--- src/rtl/dram_port_arbiter_pkg.sv ---
// Shared types and DRAM port constants for the bridge-side arbiter.
// The address and data widths here must match the bridge's C_addr / C_data_* ports.
package dram_port_arbiter_pkg;

    typedef enum logic [1:0] {
        ARB_IDLE,
        ARB_ISSUE,
        ARB_WAIT,
        ARB_RESP
    } arb_state_t;

    localparam int DRAM_ADDR_W = 8;
    localparam int DRAM_DATA_W = 64;

    // Index width that stays at least 1 bit even for a single requester.
    function automatic int idx_width(input int n);
        return (n > 1) ? $clog2(n) : 1;
    endfunction

endpackage

--- src/rtl/dram_port_arbiter_rr_grant.sv ---
// Combinational round-robin picker: the first valid requester starting at ptr wins.
// It returns the winner as a one-hot vector and as a binary index.
module dram_port_arbiter_rr_grant
    import dram_port_arbiter_pkg::*;
#(
    parameter int NUM_REQ = 2,
    parameter int IDX_W   = idx_width(NUM_REQ)
) (
    input  logic [NUM_REQ-1:0] valid,
    input  logic [IDX_W-1:0]   ptr,
    output logic [NUM_REQ-1:0] grant,
    output logic [IDX_W-1:0]   idx,
    output logic               any
);

    always_comb begin
        grant = '0;
        idx   = '0;
        any   = 1'b0;
        for (int off = 0; off < NUM_REQ; off++) begin
            if (!any && valid[(int'(ptr) + off) % NUM_REQ]) begin
                any                                   = 1'b1;
                grant[(int'(ptr) + off) % NUM_REQ]    = 1'b1;
                idx                                   = IDX_W'((int'(ptr) + off) % NUM_REQ);
            end
        end
    end

endmodule

--- src/rtl/dram_port_arbiter.sv ---
// Shares one bridge access port between NUM_REQ requesters, with one transaction in flight at a time.
// Grants go round-robin, the issue to the bridge is registered, and the response returns to the owner.
module dram_port_arbiter
    import dram_port_arbiter_pkg::*;
#(
    parameter int NUM_REQ = 2,
    parameter int ADDR_W  = DRAM_ADDR_W,
    parameter int DATA_W  = DRAM_DATA_W,
    parameter int TIMEOUT = 1023
) (
    input  logic                      clk,
    input  logic                      rst,
    input  logic [NUM_REQ-1:0]        req_valid,
    output logic [NUM_REQ-1:0]        req_ready,
    input  logic [NUM_REQ-1:0]        req_r_wb,
    input  logic [NUM_REQ*ADDR_W-1:0] req_addr,
    input  logic [NUM_REQ*DATA_W-1:0] req_wdata,
    output logic [NUM_REQ-1:0]        rsp_valid,
    output logic [DATA_W-1:0]         rsp_rdata,
    output logic                      C_in_valid,
    output logic                      C_r_wb,
    output logic [ADDR_W-1:0]         C_addr,
    output logic [DATA_W-1:0]         C_data_w,
    input  logic                      C_out_valid,
    input  logic [DATA_W-1:0]         C_data_r,
    output logic                      busy,
    output logic                      err_timeout
);

    localparam int IDX_W = idx_width(NUM_REQ);
    localparam int CNT_W = $clog2(TIMEOUT + 1);
    localparam logic [CNT_W-1:0] CNT_MAX = CNT_W'(TIMEOUT);
    localparam logic [IDX_W-1:0] IDX_LAST = IDX_W'(NUM_REQ - 1);

    arb_state_t          state, next_state;
    logic [IDX_W-1:0]    rr_ptr;
    logic [IDX_W-1:0]    owner;
    logic                r_wb_q;
    logic [ADDR_W-1:0]   addr_q;
    logic [DATA_W-1:0]   wdata_q;
    logic [DATA_W-1:0]   rdata_q;
    logic [CNT_W-1:0]    wait_cnt;
    logic                err_q;

    logic [NUM_REQ-1:0]  grant;
    logic [IDX_W-1:0]    grant_idx;
    logic                grant_any;
    logic                accept;

    dram_port_arbiter_rr_grant #(
        .NUM_REQ (NUM_REQ),
        .IDX_W   (IDX_W)
    ) u_rr_grant (
        .valid (req_valid),
        .ptr   (rr_ptr),
        .grant (grant),
        .idx   (grant_idx),
        .any   (grant_any)
    );

    // Ready is offered only in IDLE, so a grant and a handshake are the same event.
    assign accept = (state == ARB_IDLE) && grant_any;

    always_ff @(posedge clk or posedge rst) begin
        if (rst) state <= ARB_IDLE;
        else     state <= next_state;
    end

    always_comb begin
        next_state = state;
        req_ready  = '0;
        case (state)
            ARB_IDLE: begin
                if (grant_any) begin
                    req_ready  = grant;
                    next_state = ARB_ISSUE;
                end
            end
            ARB_ISSUE: next_state = ARB_WAIT;
            ARB_WAIT:  if (C_out_valid) next_state = ARB_RESP;
            ARB_RESP:  next_state = ARB_IDLE;
            default:   next_state = ARB_IDLE;
        endcase
    end

    // The request latch doubles as the bridge-facing hold register until the next handshake.
    always_ff @(posedge clk or posedge rst) begin
        if (rst) begin
            owner   <= '0;
            r_wb_q  <= 1'b0;
            addr_q  <= '0;
            wdata_q <= '0;
        end else if (accept) begin
            owner   <= grant_idx;
            r_wb_q  <= req_r_wb[grant_idx];
            addr_q  <= req_addr[grant_idx*ADDR_W +: ADDR_W];
            wdata_q <= req_wdata[grant_idx*DATA_W +: DATA_W];
        end
    end

    always_ff @(posedge clk or posedge rst) begin
        if (rst)
            rr_ptr <= '0;
        else if (state == ARB_RESP)
            rr_ptr <= (owner == IDX_LAST) ? '0 : owner + 1'b1;
    end

    always_ff @(posedge clk or posedge rst) begin
        if (rst)
            rdata_q <= '0;
        else if (state == ARB_WAIT && C_out_valid)
            rdata_q <= C_data_r;
    end

    // The counter saturates at TIMEOUT so the sticky flag keeps a stable cause.
    always_ff @(posedge clk or posedge rst) begin
        if (rst)
            wait_cnt <= '0;
        else if (state == ARB_ISSUE)
            wait_cnt <= '0;
        else if (state == ARB_WAIT && !C_out_valid && wait_cnt != CNT_MAX)
            wait_cnt <= wait_cnt + 1'b1;
    end

    always_ff @(posedge clk or posedge rst) begin
        if (rst)
            err_q <= 1'b0;
        else if ((state == ARB_WAIT && wait_cnt == CNT_MAX) ||
                 (state != ARB_WAIT && C_out_valid))
            err_q <= 1'b1;
    end

    always_comb begin
        rsp_valid = '0;
        if (state == ARB_RESP) rsp_valid[owner] = 1'b1;
    end

    assign rsp_rdata   = rdata_q;
    assign C_in_valid  = (state == ARB_ISSUE);
    assign C_r_wb      = r_wb_q;
    assign C_addr      = addr_q;
    assign C_data_w    = wdata_q;
    assign busy        = (state != ARB_IDLE);
    assign err_timeout = err_q;

endmodule

--- config.mk ---
export PLATFORM = sky130hd
export DESIGN_NAME = dram_port_arbiter
export DESIGN_NICKNAME = d
export VERILOG_FILES = /design/src/rtl/dram_port_arbiter_pkg.sv /design/src/rtl/dram_port_arbiter_rr_grant.sv /design/src/rtl/dram_port_arbiter.sv
export SDC_FILE = /design/constraint.sdc
export NUM_CORES = 1
export LEC_CHECK = 0
export CORE_MARGIN = 4
export CORE_UTILIZATION = 39
export CTS_BUF_LIST = sky130_fd_sc_hd__clkbuf_8 sky130_fd_sc_hd__clkbuf_16
export DETAILED_ROUTE_END_ITERATION = 12
export PLACE_DENSITY = 0.83
export SLEW_MARGIN = 15
export SYNTH_ARGS = -nofsm -noshare
export SYNTH_HDL_FRONTEND = slang
export SYNTH_SLANG_ARGS = --single-unit
--- constraint.sdc ---
create_clock -name clk -period 5.83 [get_ports clk]
set_input_delay 1.166 -clock clk [delete_from_list [all_inputs] [get_ports clk]]
set_output_delay 1.166 -clock clk [all_outputs]
set_load 0.1 [all_outputs]
==> flow_results.xml, run 1 <==
<?xml version="1.0" encoding="UTF-8"?>
<metrics>
  <group name="die">
    <metric name="placeableCoreArea" unit="mm²">0.0166</metric>
    <metric name="chipWidth" unit="µm">138</metric>
    <metric name="pin_count" unit="">359</metric>
    <metric name="start_util" unit="%">39.7</metric>
    <metric name="fp-row-count" unit="">47</metric>
    <metric name="floorplan.die.height" unit="µm">138</metric>
    <metric name="fp.dieArea" unit="mm²">0.0190</metric>
  </group>
  <group name="sta">
    <metric name="post-route-min-period" unit="ns">4.42</metric>
    <metric name="worstMarginPinSlew" unit="ns">1.08</metric>
    <metric name="timing.clock.skew" unit="ns">0.00872</metric>
    <metric name="setup_tns" unit="ns">0</metric>
    <metric name="worst_slew_margin_rel" unit="%">27.7</metric>
    <metric name="hold_viol_final" unit="">0</metric>
    <metric name="rsz0062_at_grt" unit="">false</metric>
    <metric name="max_clock_freq" unit="GHz">0.226</metric>
    <metric name="final-setup-viol-count" unit="">0</metric>
    <metric name="fin_crit_sh" unit="%">75.8</metric>
    <metric name="final-max-slew-violation-count" unit="">0</metric>
  </group>
  <group name="worst_setup_path">
    <metric name="critPathArrivalTime" unit="ns">3.26</metric>
    <metric name="setup.worst_path.start_class" unit="">input port</metric>
    <metric name="worst-endpoint-required" unit="ns">4.66</metric>
    <metric name="critical_path_class" unit="">input port to output port</metric>
    <metric name="crit_fanout" unit="">3</metric>
    <metric name="critical_path.endpoint_type" unit="">output port</metric>
  </group>
  <group name="synth">
    <metric name="compound_gate_portion_of_the_synthesized_area" unit="%">7.58</metric>
    <metric name="synth_xor_area_share" unit="%">0.399</metric>
    <metric name="predominant_post_synthesis_flop_cell" unit="">dfrtp_1</metric>
    <metric name="largest_cells_by_area_after_synthesis" unit="">dfrtp_1 (58%), mux2i_1 (11%), mux2_2 (11%), nand2_1 (4.7%), o21ai_1 (4.6%)</metric>
    <metric name="arithmetic_cell_share_of_the_synthesized_area_counting_full_adders_half_adders_and_majority_gates" unit="%">1.14</metric>
    <metric name="synthesis.instances" unit="">543</metric>
    <metric name="ys_seq_area_share" unit="%">57.8</metric>
    <metric name="synth_mux_area_share" unit="%">22.5</metric>
    <metric name="yosys_register_bits" unit="">152</metric>
    <metric name="mappedNetlistNets" unit="">764</metric>
    <metric name="synth-async-reset-ratio" unit="%">100</metric>
    <metric name="synth-warning-count" unit="">0</metric>
    <metric name="synth_enable_flop_cells" unit="">0</metric>
    <metric name="synth_area_leader_cell" unit="">dfrtp_1</metric>
    <metric name="postSynthAreaPerCell" unit="µm²">12.1</metric>
    <metric name="yosysTopAreaCellShare" unit="%">57.8</metric>
    <metric name="synth-simple-area-share" unit="%">7.43</metric>
    <metric name="synthDistinctLibCells" unit="">37</metric>
    <metric name="synth_top_family_by_area" unit="">multiplexers</metric>
    <metric name="syn-cell-area" unit="mm²">0.00658</metric>
  </group>
  <group name="global_route">
    <metric name="number_of_antenna_violations_at_the_first_check_in_global_routing" unit="">0</metric>
    <metric name="gr-total-overflow" unit="">0</metric>
    <metric name="groute.layer.met3.usage" unit="%">8.49</metric>
    <metric name="grtUsageTotal" unit="%">19.8</metric>
    <metric name="groute.layer.met1.usage" unit="%">22.5</metric>
    <metric name="grt_pass1_vias" unit="">5450</metric>
    <metric name="global_route.usage.met2" unit="%">34.1</metric>
    <metric name="busiest_layer" unit="">met2</metric>
    <metric name="grt_max_degree" unit="">147</metric>
    <metric name="grt_first_pass_wirelength" unit="µm">28800</metric>
  </group>
  <group name="final_layout">
    <metric name="layout_cell_share_with_drive_strength_beyond_1" unit="%">12.3</metric>
    <metric name="finalInstanceArea" unit="mm²">0.0109</metric>
    <metric name="layout.core_utilization" unit="%">65.9</metric>
    <metric name="final_net_count" unit="">1116</metric>
    <metric name="mostFrequentLayoutCell" unit="">clkdlybuf4s50_1</metric>
    <metric name="mostFrequentLayoutCells" unit="">clkdlybuf4s50_1 (358), dfrtp_1 (152), nand2_1 (82)</metric>
    <metric name="insertedDiodeCount" unit="">0</metric>
    <metric name="area_growth_syn_to_layout" unit="%">66.1</metric>
  </group>
  <group name="placed_design">
    <metric name="gp_congestion" unit="">0.736</metric>
    <metric name="numPortBuffers" unit="">358</metric>
    <metric name="placed_area" unit="mm²">0.0103</metric>
    <metric name="dp.final_hpwl" unit="µm">15000</metric>
  </group>
  <group name="drt">
    <metric name="route.final.wire_length" unit="µm">19800</metric>
    <metric name="drt-pass1-iter-count" unit="">4</metric>
    <metric name="drtAntennaViolNets" unit="">0</metric>
    <metric name="vias_per_cell" unit="">4.76</metric>
    <metric name="route.detailed.wl_per_inst" unit="µm">17.6</metric>
    <metric name="drc" unit="">0</metric>
    <metric name="drt-initial-drc-count" unit="">183</metric>
    <metric name="vias" unit="">5368</metric>
  </group>
  <group name="clocking">
    <metric name="htree_levels" unit="">4</metric>
    <metric name="post_cts_resize_count" unit="">0</metric>
    <metric name="cts.hold.buffers_added" unit="">0</metric>
    <metric name="clock_insertion_delay_worst_skew" unit="ns">0.41</metric>
    <metric name="worst_setup_hold_path_clk_slew" unit="ns">0.06</metric>
    <metric name="cts_made_buffers" unit="">17</metric>
    <metric name="cts_setup_buffers" unit="">0</metric>
    <metric name="cts.path.max_buffers" unit="">2</metric>
    <metric name="tritoncts" unit="">built</metric>
    <metric name="cts.sinks" unit="">152</metric>
    <metric name="clock-root-buffer" unit="">clkbuf_16</metric>
  </group>
  <group name="run_status">
    <metric name="status" unit="">completed</metric>
  </group>
  <group name="hold_path">
    <metric name="min_path_type" unit="">register to register</metric>
  </group>
  <group name="job">
    <metric name="maxCapViolCount" unit="">0</metric>
  </group>
</metrics>
-- final timing paths --
kind | depth (start not counted) | start | slack (ns) | end
min | 2 | C_data_w[12] | 0.48 | C_data_w[12]
min in group asynchronous | 2 | rst | 1.28 | rsp_rdata[5]
max reg2reg | 5 | state[0] | 3.36 | rsp_rdata[24]
max in group asynchronous | 3 | rst | 3.51 | C_data_w[36]
max | 4 | req_valid[0] | 1.41 | req_ready[0]
min reg2reg | 2 | C_data_w[12] | 0.48 | C_data_w[12]
-- critical path, stage by stage --
cell and delay (ns):
clkdlybuf4s50_1 0.55, inv_1 0.12, a211oi_1 0.23, clkdlybuf4s50_1 1.19
-- through the flow --
stage	hold WS [ns]	instances	worst slack, ns
after floorplan	0.464	543	0.571
after global placement	0.458	1096	1.50
after detailed placement	0.472	1096	1.44
after CTS	0.488	1128	1.42
after global routing	0.500	1128	1.39
final	0.482	1128	1.41
-- cell families (layout without fill, tap and decap cells) --
logic type / after synthesis / count (layout)
DFF: 152 / 152
muxes: 140 / 140
and+or+nand+nor: 113 / 113
AOI/OAI and AO/OA: 91 / 91
buffers and inverters: 38 / 403
adders and majority gates: 6 / 6
xor gates and xnor gates: 3 / 3
-- layout make-up --
type | count | area, µm²
inverters | 7 | 31.3
multi-input cells | 353 | 2600
well taps | 220 | 275
flip-flops and latches | 152 | 3800
fillers | 1325 | 5650
clock inverters | 14 | 148
clock buffers | 18 | 439
repair buffers | 364 | 3640
-- sequential cells by signal, summed over array words and instances (netlist names) --
name,cells
wait_cnt,10
rr_ptr,1
state,2
owner,1
C_data_w,64
rsp_rdata,64
err_timeout,1
C_r_wb,1
C_addr,8
-- Yosys cell counts, types with 4 or more instances --
master,instances
mux2i_1,74
mux2_2,65
inv_1,7
o21ai_0,16
dfrtp_1,152
o21ai_1,61
buf_6,6
buf_2,12
a21oi_1,4
clkbuf_1,10
nand2_1,83
ha_1,6
nor2_1,10
-- routing by layer --
layer | wire, µm | share of wire (%) | vias up
li1 | - | - | 2602
met3 | 2080 | 10 | 27
met1 | 7580 | 38 | 2504
met2 | 9800 | 49 | 235
met4 | 380 | 1.9 | 0
met5 | 0 | 0 | -
Power of run 1 is not shown: default switching activity piles up to over one toggle a cycle in this logic, so the estimate is an artifact.
==> inputs of run 2 (changes only) <==
--- a/config.mk
+++ b/config.mk
@@ -6,10 +6,10 @@
 export NUM_CORES = 1
 export LEC_CHECK = 0
 export CORE_MARGIN = 4
-export CORE_UTILIZATION = 39
+export CORE_UTILIZATION = 35
 export CTS_BUF_LIST = sky130_fd_sc_hd__clkbuf_8 sky130_fd_sc_hd__clkbuf_16
 export DETAILED_ROUTE_END_ITERATION = 12
-export PLACE_DENSITY = 0.83
+export PLACE_DENSITY = 0.78
 export SLEW_MARGIN = 15
 export SYNTH_ARGS = -nofsm -noshare
 export SYNTH_HDL_FRONTEND = slang
==> constraint.sdc (replaced) <==
create_clock -name clk -period 3.6 [get_ports clk]
set_input_delay 0.72 -clock clk [delete_from_list [all_inputs] [get_ports clk]]
set_output_delay 0.72 -clock clk [all_outputs]
set_load 0.1 [all_outputs]
==> flow_results.xml, run 2 (synthesis results as in run 1) <==
<?xml version="1.0" encoding="UTF-8"?>
<metrics>
  <group name="global_route">
    <metric name="grt_pass1_vias" unit="">5620</metric>
    <metric name="groute.layer.met1.usage" unit="%">21.0</metric>
    <metric name="gr-total-overflow" unit="">0</metric>
    <metric name="busiest_layer" unit="">met2</metric>
    <metric name="grt_max_degree" unit="">148</metric>
    <metric name="groute.layer.met3.usage" unit="%">8.57</metric>
    <metric name="grtUsageTotal" unit="%">19.2</metric>
    <metric name="global_route.usage.met2" unit="%">34.1</metric>
    <metric name="number_of_antenna_violations_at_the_first_check_in_global_routing" unit="">0</metric>
    <metric name="grt_first_pass_wirelength" unit="µm">31800</metric>
  </group>
  <group name="worst_setup_path">
    <metric name="critical_path_class" unit="">register to output port</metric>
    <metric name="crit_buf_inv" unit="">1</metric>
    <metric name="worst-endpoint-required" unit="ns">2.88</metric>
    <metric name="reg2reg_from" unit="">state[0]</metric>
    <metric name="setup.worst_path.start_class" unit="">register</metric>
    <metric name="crit_chain" unit="">clkdlybuf4s50_1</metric>
    <metric name="worst_setup_path_startpoint" unit="">C_data_w[16]</metric>
    <metric name="worst_path_largest_cell_delay" unit="ns">1.18</metric>
    <metric name="crit_slowest_cell" unit="">clkdlybuf4s50_1</metric>
    <metric name="critical_path.endpoint_type" unit="">output port</metric>
    <metric name="cp_top_delay_family" unit="">buffers and inverters</metric>
    <metric name="critPathArrivalTime" unit="ns">1.96</metric>
    <metric name="crit_fanout" unit="">2</metric>
  </group>
  <group name="drt">
    <metric name="drt-initial-drc-count" unit="">200</metric>
    <metric name="drtAntennaViolNets" unit="">0</metric>
    <metric name="vias" unit="">5431</metric>
    <metric name="vias_per_cell" unit="">4.78</metric>
    <metric name="drc" unit="">0</metric>
    <metric name="route.final.wire_length" unit="µm">20600</metric>
    <metric name="drt-pass1-iter-count" unit="">4</metric>
    <metric name="route.detailed.wl_per_inst" unit="µm">18.1</metric>
  </group>
  <group name="placed_design">
    <metric name="numPortBuffers" unit="">358</metric>
    <metric name="placed_cells" unit="">1105</metric>
    <metric name="gp_congestion" unit="">0.834</metric>
    <metric name="dp.final_hpwl" unit="µm">15800</metric>
    <metric name="placement_setup_slack" unit="ns">0.977</metric>
  </group>
  <group name="clocking">
    <metric name="worst_setup_hold_path_clk_slew" unit="ns">0.07</metric>
    <metric name="tritoncts" unit="">built</metric>
    <metric name="cts.sinks" unit="">152</metric>
    <metric name="htree_levels" unit="">4</metric>
    <metric name="cts.path.max_buffers" unit="">2</metric>
    <metric name="clock_insertion_delay_worst_skew" unit="ns">0.41</metric>
    <metric name="clock-root-buffer" unit="">clkbuf_16</metric>
    <metric name="post_cts_resize_count" unit="">0</metric>
    <metric name="cts_setup_buffers" unit="">0</metric>
    <metric name="cts_made_buffers" unit="">17</metric>
    <metric name="cts.hold.buffers_added" unit="">0</metric>
  </group>
  <group name="final_layout">
    <metric name="final-seq-area" unit="mm²">0.00380</metric>
    <metric name="mostFrequentLayoutCells" unit="">clkdlybuf4s50_1 (341), dfrtp_1 (152), nand2_1 (82)</metric>
    <metric name="area_growth_syn_to_layout" unit="%">66.7</metric>
    <metric name="mostFrequentLayoutCell" unit="">clkdlybuf4s50_1</metric>
    <metric name="layoutNonFillerInstCount" unit="">1137</metric>
    <metric name="insertedDiodeCount" unit="">0</metric>
    <metric name="layout_cell_share_with_drive_strength_beyond_1" unit="%">14.2</metric>
    <metric name="final_net_count" unit="">1116</metric>
    <metric name="fill_cells" unit="">1540</metric>
    <metric name="layout.core_utilization" unit="%">60.3</metric>
    <metric name="combined_area_of_the_multi_input_logic_cells" unit="mm²">0.00260</metric>
  </group>
  <group name="sta">
    <metric name="setup_tns" unit="ns">0</metric>
    <metric name="postLayoutSetupSlackWorst" unit="ns">0.924</metric>
    <metric name="final-setup-viol-count" unit="">0</metric>
    <metric name="post-route-min-period" unit="ns">2.68</metric>
    <metric name="max_clock_freq" unit="GHz">0.374</metric>
    <metric name="hold_viol_final" unit="">0</metric>
    <metric name="timing.clock.skew" unit="ns">0.0111</metric>
    <metric name="final-max-slew-violation-count" unit="">0</metric>
    <metric name="fin_crit_sh" unit="%">74.3</metric>
    <metric name="worst_slew_margin_rel" unit="%">31.1</metric>
    <metric name="worstMarginPinSlew" unit="ns">1.03</metric>
    <metric name="rsz0062_at_grt" unit="">false</metric>
  </group>
  <group name="run_status">
    <metric name="status" unit="">completed</metric>
  </group>
  <group name="die">
    <metric name="chipWidth" unit="µm">145</metric>
    <metric name="start_util" unit="%">36.2</metric>
    <metric name="floorplan.die.height" unit="µm">145</metric>
    <metric name="pin_count" unit="">359</metric>
    <metric name="fp.dieArea" unit="mm²">0.0211</metric>
    <metric name="placeableCoreArea" unit="mm²">0.0182</metric>
    <metric name="fp-row-count" unit="">49</metric>
  </group>
  <group name="job">
    <metric name="maxCapViolCount" unit="">0</metric>
  </group>
  <group name="hold_path">
    <metric name="hold_path_startpoint" unit="">C_data_w[54]</metric>
    <metric name="min_path_type" unit="">register to register</metric>
  </group>
</metrics>
[run 2: changes by cell type in the layout (fill, tap and decap cells not counted)]
| cell | delta |
|---|---|
| buf_12 | +6 |
| inv_1 | +1 |
| inv_6 | -2 |
| clkdlybuf4s50_1 | -17 |
| clkinv_4 | -1 |
| buf_4 | +11 |
| inv_8 | -1 |
| a211oi_2 | +1 |
| a211oi_1 | -1 |
| clkinvlp_4 | +3 |
[run 2: worst paths after layout]
kind | to | slack, ns | depth (start not counted)
setup / recovery | C_data_w[16] | 0.92 | 1
hold / removal | C_data_w[54] | 0.48 | 2
setup reg to reg | wait_cnt[7] | 1.74 | 6
hold reg to reg | C_data_w[54] | 0.48 | 2
max in group asynchronous | C_data_w[50] | 2.48 | 3
min in group asynchronous | rsp_rdata[22] | 0.58 | 2
[run 2: metal layers]
layer  wire (µm)  share of wire [%]
met1        7800                 38
met2       10500                 51
met3        2090                 10
met4         244                1.2
met5           0                  0
[run 2: layout make-up]
type	instances	share of cell area [%]
Inverter	7	0.274
Sequential cell	152	34.7
Clock buffer	18	4.00
Timing Repair Buffer	364	33.5
Tap cell	229	2.61
Multi-Input combinational cell	353	23.7
Clock inverter	14	1.25
[run 2: through the flow]
step | cell area, µm² | hold WS [ns]
CTS | 11000 | 0.484
global placement | 10400 | 0.462
finish | 11000 | 0.475
global route | 11000 | 0.504
floorplan | 6590 | 0.464
detailed placement | 10400 | 0.469
[run 2: worst min-delay path, stage by stage (launching register included)]
cell     delay, ns
dfrtp_1       0.34
nand2_1       0.04
o21ai_0       0.06
Power of run 2 is left out for the same reason.
